**src/rtl/msg_fifo.sv**
```systemverilog
// Message FIFO between the message encoder and the UART transmitter.
// Optional line-buffered release is enabled by defining MSG_EOL_EN.
module msg_fifo #(
  parameter int                 DATA_W   = 8,
  parameter int                 DEPTH    = 16,
  parameter logic [DATA_W-1:0]  EOL_CHAR = 8'h0A
) (
  input  logic                       clk,
  input  logic                       rst,
  input  logic                       ready,
  input  logic [DATA_W-1:0]          data,
  input  logic                       transmit_ready,
  input  logic                       clr_ovf,
  output logic                       tx_ctrl,
  output logic [DATA_W-1:0]          tx_byte,
  output logic                       blue,
  output logic                       full,
  output logic                       empty,
  output logic [$clog2(DEPTH):0]     count,
  output logic                       overflow
);

  localparam int PTR_W = $clog2(DEPTH);
  localparam int CNT_W = PTR_W + 1;
  localparam logic [CNT_W-1:0] FULL_CNT = CNT_W'(DEPTH);

  typedef enum logic [1:0] {
    S_IDLE     = 2'd0,
    S_WAIT     = 2'd1,
    S_TRANSMIT = 2'd2
  } state_t;

  state_t state_reg, state_next;

  logic [DATA_W-1:0] mem [DEPTH];
  logic [PTR_W-1:0]  wr_ptr_reg, rd_ptr_reg;
  logic [CNT_W-1:0]  count_reg;
  logic [DATA_W-1:0] tx_byte_reg;
  logic              overflow_reg;

  logic push, pop, drop, rel;

  assign full     = (count_reg == FULL_CNT);
  assign empty    = (count_reg == '0);
  assign count    = count_reg;
  assign tx_byte  = tx_byte_reg;
  assign overflow = overflow_reg;

  // A pop frees a slot in the same cycle, so a push at full is still accepted.
  assign push = ready && (!full || pop);
  assign drop = ready && full && !pop;

`ifdef MSG_EOL_EN
  logic [CNT_W-1:0] eol_cnt_reg;
  logic             draining_reg;
  logic             eol_inc, eol_dec;

  // The terminator count drops when the EOL word leaves through TRANSMIT,
  // which is before IDLE next looks at it.
  assign eol_inc = push && (data == EOL_CHAR);
  assign eol_dec = (state_reg == S_TRANSMIT) && (tx_byte_reg == EOL_CHAR);

  always_ff @(posedge clk or posedge rst) begin
    if (rst) begin
      eol_cnt_reg  <= '0;
      draining_reg <= 1'b0;
    end else begin
      case ({eol_inc, eol_dec})
        2'b10:   eol_cnt_reg <= eol_cnt_reg + CNT_W'(1);
        2'b01:   eol_cnt_reg <= eol_cnt_reg - CNT_W'(1);
        default: eol_cnt_reg <= eol_cnt_reg;
      endcase
      if (pop)
        draining_reg <= 1'b1;
      else if (state_reg == S_IDLE)
        draining_reg <= 1'b0;
    end
  end

  // Keep draining a started line until its terminator has gone out.
  assign rel = !empty && ((eol_cnt_reg != '0) || full ||
                          (draining_reg && (tx_byte_reg != EOL_CHAR)));
`else
  assign rel = !empty;
`endif

  always_comb begin
    state_next = state_reg;
    tx_ctrl    = 1'b0;
    blue       = 1'b0;
    pop        = 1'b0;
    case (state_reg)
      S_IDLE: begin
        if (rel) begin
          pop        = 1'b1;
          state_next = S_WAIT;
        end
      end
      S_WAIT: begin
        tx_ctrl = 1'b1;
        if (transmit_ready)
          state_next = S_TRANSMIT;
      end
      S_TRANSMIT: begin
        tx_ctrl    = 1'b1;
        blue       = 1'b1;
        state_next = S_IDLE;
      end
      default: state_next = S_IDLE;
    endcase
  end

  always_ff @(posedge clk or posedge rst) begin
    if (rst)
      state_reg <= S_IDLE;
    else
      state_reg <= state_next;
  end

  // Storage array carries no reset so it maps onto RAM.
  always_ff @(posedge clk) begin
    if (push)
      mem[wr_ptr_reg] <= data;
  end

  always_ff @(posedge clk or posedge rst) begin
    if (rst) begin
      wr_ptr_reg   <= '0;
      rd_ptr_reg   <= '0;
      count_reg    <= '0;
      tx_byte_reg  <= '0;
      overflow_reg <= 1'b0;
    end else begin
      if (push)
        wr_ptr_reg <= wr_ptr_reg + PTR_W'(1);
      if (pop) begin
        rd_ptr_reg  <= rd_ptr_reg + PTR_W'(1);
        tx_byte_reg <= mem[rd_ptr_reg];
      end
      case ({push, pop})
        2'b10:   count_reg <= count_reg + CNT_W'(1);
        2'b01:   count_reg <= count_reg - CNT_W'(1);
        default: count_reg <= count_reg;
      endcase
      if (drop)
        overflow_reg <= 1'b1;
      else if (clr_ovf)
        overflow_reg <= 1'b0;
    end
  end

endmodule

```
**config.mk**
```make
export PLATFORM = sky130hd
export DESIGN_NAME = msg_fifo
export DESIGN_NICKNAME = d
export VERILOG_FILES = /design/src/rtl/msg_fifo.sv
export SDC_FILE = /design/constraint.sdc
export NUM_CORES = 1
export LEC_CHECK = 0
export ABC_AREA = 1
export BUFFER_PORTS_ARGS = -buffer_cell sky130_fd_sc_hd__buf_2
export CELL_PAD_IN_SITES_DETAIL_PLACEMENT = 1
export CELL_PAD_IN_SITES_GLOBAL_PLACEMENT = 1
export CORE_MARGIN = 3
export CORE_UTILIZATION = 40
export CTS_BUF_LIST = sky130_fd_sc_hd__clkbuf_16
export CTS_CLUSTER_SIZE = 30
export DETAILED_ROUTE_END_ITERATION = 8
export PLACE_DENSITY_LB_ADDON = 0.2
export SETUP_SLACK_MARGIN = 0.02
export SLEW_MARGIN = 15
export SYNTH_ARGS = -nofsm -noshare
export SYNTH_HDL_FRONTEND = slang
export SYNTH_SLANG_ARGS = --single-unit
export TNS_END_PERCENT = 30
```
**constraint.sdc**
```tcl
create_clock -name clk -period 2.25 [get_ports clk]
set_clock_uncertainty 0.05 [all_clocks]
set_input_delay 0.3375 -clock clk [delete_from_list [all_inputs] [get_ports clk]]
set_output_delay 0.3375 -clock clk [all_outputs]
set_load 0.02 [all_outputs]
```
; After elaboration in Yosys (flattened, before gate mapping)
; Memories as Yosys holds them, arrays and structs flattened. A register that Yosys moved wholly into a read port is not among the register bits.
; Cells that the tools add are included.
[classes]
add_sub_neg = 4
eq_ne = 7
n_mux = 12
n_reduce_logical = 12
[op_table]
columns = cell, n
row1 = case mux 5 bit (2 select lines), 1
row2 = adder 4 x 1 -> 4 bit (second input constant), 2
row3 = two-way mux 1 bit, 8
row4 = adder 5 x 1 -> 5 bit (second input constant), 1
row5 = equality test 5 bit (second input constant), 1
row6 = logical NOT 5 bit, 1
row7 = subtractor 5 x 1 -> 5 bit (second input constant), 1
row8 = equality test 2 x 1 -> 1 bit (second input constant), 2
row9 = equality test 2 bit (second input constant), 2
row10 = two-way mux 2 bit, 2
row11 = != test 2 bit (second input constant), 2
row12 = case mux 2 bit (2 select lines), 1
row13 = nonzero test 2 bit, 2
row14 = logical AND 1 bit, 3
row15 = logical NOT 1 bit, 2
row16 = logical NOT 2 bit, 1
row17 = AND reduction 2 bit, 1
row18 = OR reduction 2 bit, 1
row19 = logical OR 1 bit, 1
[word_totals]
register_bits = 16
ramBits = 128
in_bits = 13
output_inout_bits = 18
wordCells = 41
mem_count = 1
[memory_table]
columns = name, depth, width, read_ports, rd_clocked_by_memory_dff, write_ports, line
row1 = mem, 16, 8, 1, 1, 1, 35  ; logic [DATA_W-1:0] mem [DEPTH];

; Longest topological paths before layout
[depth]
depth_word = 7
ltp_mapped = 15
ltp_nobuf = 15

; Worst setup path before layout
; OpenSTA, ideal clock, no wires.
[synth_timing]
path_type = reg-to-reg
start = reg state_reg[0]
end = mem mem[0][0], enable pin
setup_time_ns = 0.370
arrival_time_ns = 1.563
t_required_ns = 1.830
setup_slack_ns = 0.267
stages_incl_launch_ff = 9
path_buffers = 0
synth_period_minus_slack_ns = 1.983
cell_sequence = dfrtp_1 inv_1 ha_1 inv_1 nand2_2 nand2_4 inv_4 nand2_1 nor2_1
[synth_between]
elab_chain_cells = 6
[synth_rtl]
columns = item, line
row1 = from (decl), 33  ; state_t state_reg, state_next;
row2 = from (signal assigned), 117  ; state_reg <= state_next;
row3 = logical NOT 2 bit, 92  ; case (state_reg)
row4 = two-way mux 1 bit, 92
row5 = logical OR 1 bit, 50  ; assign push = ready && (!full || pop);
row6 = logical AND 1 bit, 50
row7 = two-way mux 1 bit, 122  ; if (push)
row8 = two-way mux 1 bit (implied by the code), 123  ; mem[wr_ptr_reg] <= data;
row9 = to (decl), 35
; Every way passes these cells.

; Final worst setup path
[layout_timing]
start = reg state_reg[0]
end = mem mem[9][6], enable pin
; The elaborated chain is that of the path after synthesis.

==> flow_summary.yaml <==
detailed_routing:
  wl_um: 15900
  via_per_inst: 5.29
  ant_nets: 0
  wl_per_cell_um: 20.2
  drc: 0
  first_pass_iters: 5
  num_vias: 4150
  drt_iter0_drc: 270
sta:
  relSlewSlack: 0.579
  period_needed_ns: 2.04
  final-setup-viol-count: 0
  rsz0062_at_grt: "false"
  worst_slew_pin_slew_ns: 0.632
  fmax_mhz: 489
  tns_ns: 0
  fin_crit_sh: 0.909
  slew_violations: 0
  finalHoldViolCount: 0
  worst_slack_ns: 0.206
setup_path:
  timing.critical_path.buf_inv: 4
  r2r_cells: 9
  reg2reg_from: "state_reg[0]"
  cp_cell_sequence: "inv_1 > ha_1 > inv_1 > nand2_2 > nand2_4 > inv_4 > nand2_1 > nor2_1 > buf_4"
  max_stage_delay_ns: 0.38
  worst_setup_path_start_kind: "register"
  cp.depth: 9
  r2r-end: "mem[9][6]"
  cp_top_family: "simple AND/OR/NAND/NOR gates"
  crit_path_end_kind: "register"
  crit_required_ns: 2.34
  rrSetupSlack_ns: 0.21
  cpMostUsedCell: "inv_1"
  cp_max_fo: 8
  cp_data_arrival_time_ns: 2.13
  crit_type: "reg2reg"
  cp_slowest_cell: "dfrtp_1"
place:
  port_buffers: 30
  dp_hpwl_um: 10600
  place_area_um2: 6880
  gp_congestion: 0.842
  pre_cts_slack_ns: 0.192
  dp.cells: 751
global_route:
  grt_max_degree: 49
  globalRoute.busiestLayer: "met2"
  grt_usage: 0.191
  grt_pass1_vias: 4408
  grt_pass1_wl_um: 25200
  antenna_found_initial: 0
  use_met2: 0.326
  grt_overflow: 0
  grt_util_met3: 0.0408
  grt_use_met1: 0.241
logic_synthesis:
  synth_xor_area_frac: 0.0124
  synth.largest_area_cell: "edfxtp_1"
  synth_seq_cells: 152
  syn-num-nets: 529
  synth_top_area_frac: 0.605
  synth_compound_area_frac: 0.119
  synth.avg_cell_area_um2: 12.5
  syn_inst: 506
  synth-simple-area-share: 0.110
  synthMuxAreaShare: 0
  synthesis.area_um2: 6350
  ys.flop_type: "edfxtp_1"
  synth_warnings: 0
  synthAdderAreaFrac: 0.0197
  synth_top_family_by_area: "compound AO/OA/AOI/OAI gates"
  seq_area_frac_synth: 0.700
  async_flop_share: 0.158
  synth_cell_types: 29
  synth_edf_count: 128
  synth_area_leaders: "edfxtp_1 61%, dfrtp_1 9.5%, nor2_1 5.7%"
cts:
  clk_path_buf_depth: 2
  cts_tree: "yes"
  cts.repair.resized: 0
  post-cts-setup-buffers: 0
  numClockSinks: 152
  numCtsBuffers: 17
  root_buffer: "clkbuf_16"
  insertion_delay_ns: 0.43
  clk_pin_slew_worst_paths_ns: 0.06
  cts_max_level: 4
floorplanning:
  coreArea_um2: 15400
  fp-row-count: 45
  io_pins: 31
  die_h_um: 132
  floorplan.initialDensity: 0.413
  die-area_um2: 17400
  die_x_um: 132
flow_run:
  cap_violations: 0
hold_path:
  hp-class: "in2reg"
  min_from: "clr_ovf"
  holdPathStages: 2
  min_delay_worst_endpoint: "overflow"
status:
  outcome: "finished, final reports clean"
final_layout:
  antennaDiodeCount: 0
  final_nets: 583
  largest_register_ffs: 128
  fin_area_um2: 7430
  stdcell_count: 784
  drive_above_1_share: 0.201
  area_growth_pct: 17.0
  num-fill-cells: 1621
pwr:
  power.total_mw: 10.1
  p_leak_nw: 2.69
  p_per_area_nw_per_um2: 1360
  ir_worst_vdd_mv: 0.598
==> per-layer routing <==
metal  wire length (µm)  up-vias
met2               8120       73
met5                  0        -
met1               6990     2116
li1                   -     1943
met3                500       18
met4                257        0
==> worst reg2reg max path: cells and delay by family (launching register included) <==
family / cells / cell delay (ns)
AND/OR/NAND/NOR: 4 / 0.56
adder cells (fa/ha/maj): 1 / 0.24
flip-flops: 1 / 0.38
buffers and inverters: 4 / 0.53
==> cell usage in the layout, fill, tap and decap left out, drive strengths merged, types with 10 or more instances in the layout <==
master  netlist  final
clkbuf       10     17
o211ai       14     14
o221ai       18     18
nand2        37     37
inv          28     31
ha           10     10
edfxtp      128    128
nand3        12     12
dfrtp        24     24
clkinv        1     10
o21ai        74     74
buf          16     60
nor2        100    100
==> cells by family (layout without fill, tap and decap cells) <==
family,after synthesis,after routing
buffers and inverters,55,122
AOI/OAI and AO/OA,126,126
adders and majority gates,10,10
and+or+nand+nor,154,154
DFF,152,152
xor gates and xnor gates,9,9
==> per-stage QoR <==
step	util	hold WS, ns
2_1_floorplan	-	0.302
3_3_place_gp	0.448	0.377
3_5_place_dp	0.448	0.382
4_1_cts	0.483	0.0413
5_1_grt	0.483	0.0527
6_report	0.483	0.0574
==> where the power goes <==
| part | leakage [nW] | switching, mW | internal (mW) | total (mW) |
|---|---|---|---|---|
| Combinational | 0.982 | 2.40 | 1.21 | 3.61 |
| Sequential | 1.44 | 0.369 | 3.51 | 3.88 |
| Clock | 0.267 | 1.12 | 1.50 | 2.62 |
==> worst max path at each step <==
stage | start | end
after floorplan | state_reg[0] | mem[0][0]
after global placement | state_reg[0] | mem[9][0]
after detailed placement | state_reg[0] | mem[9][1]
after CTS | state_reg[0] | mem[9][2]
after global routing | state_reg[1] | count[4]
final | state_reg[0] | mem[9][6]
==> synth_stat cells, drive strengths merged, types with 9 or more instances <==
| master | number |
|---|---|
| o211ai | 14 |
| dfrtp | 24 |
| clkbuf | 10 |
| edfxtp | 128 |
| o22ai | 9 |
| inv | 28 |
| xor2 | 9 |
| o221ai | 18 |
| nand2 | 37 |
| nand3 | 12 |
| buf | 16 |
| ha | 10 |
| o21ai | 74 |
| nor2 | 100 |
==> area by class of cell <==
class | instances | area [µm²] | share of cell area
sequential | 152 | 4450 | 0.598
clock buffer | 17 | 425 | 0.0573
tap | 211 | 264 | 0.0355
timing repair buffer | 61 | 410 | 0.0552
multi-input combinational | 299 | 1660 | 0.224
inverter | 29 | 111 | 0.0150
clock inverter | 15 | 111 | 0.0150
==> what timing repair did <==
item	CTS	global route
hold buffers	1	0
setup endpoints to repair	0	0
endpoints found under the hold margin	24	0
No activity file was read; power rests on OpenSTA's default activity.
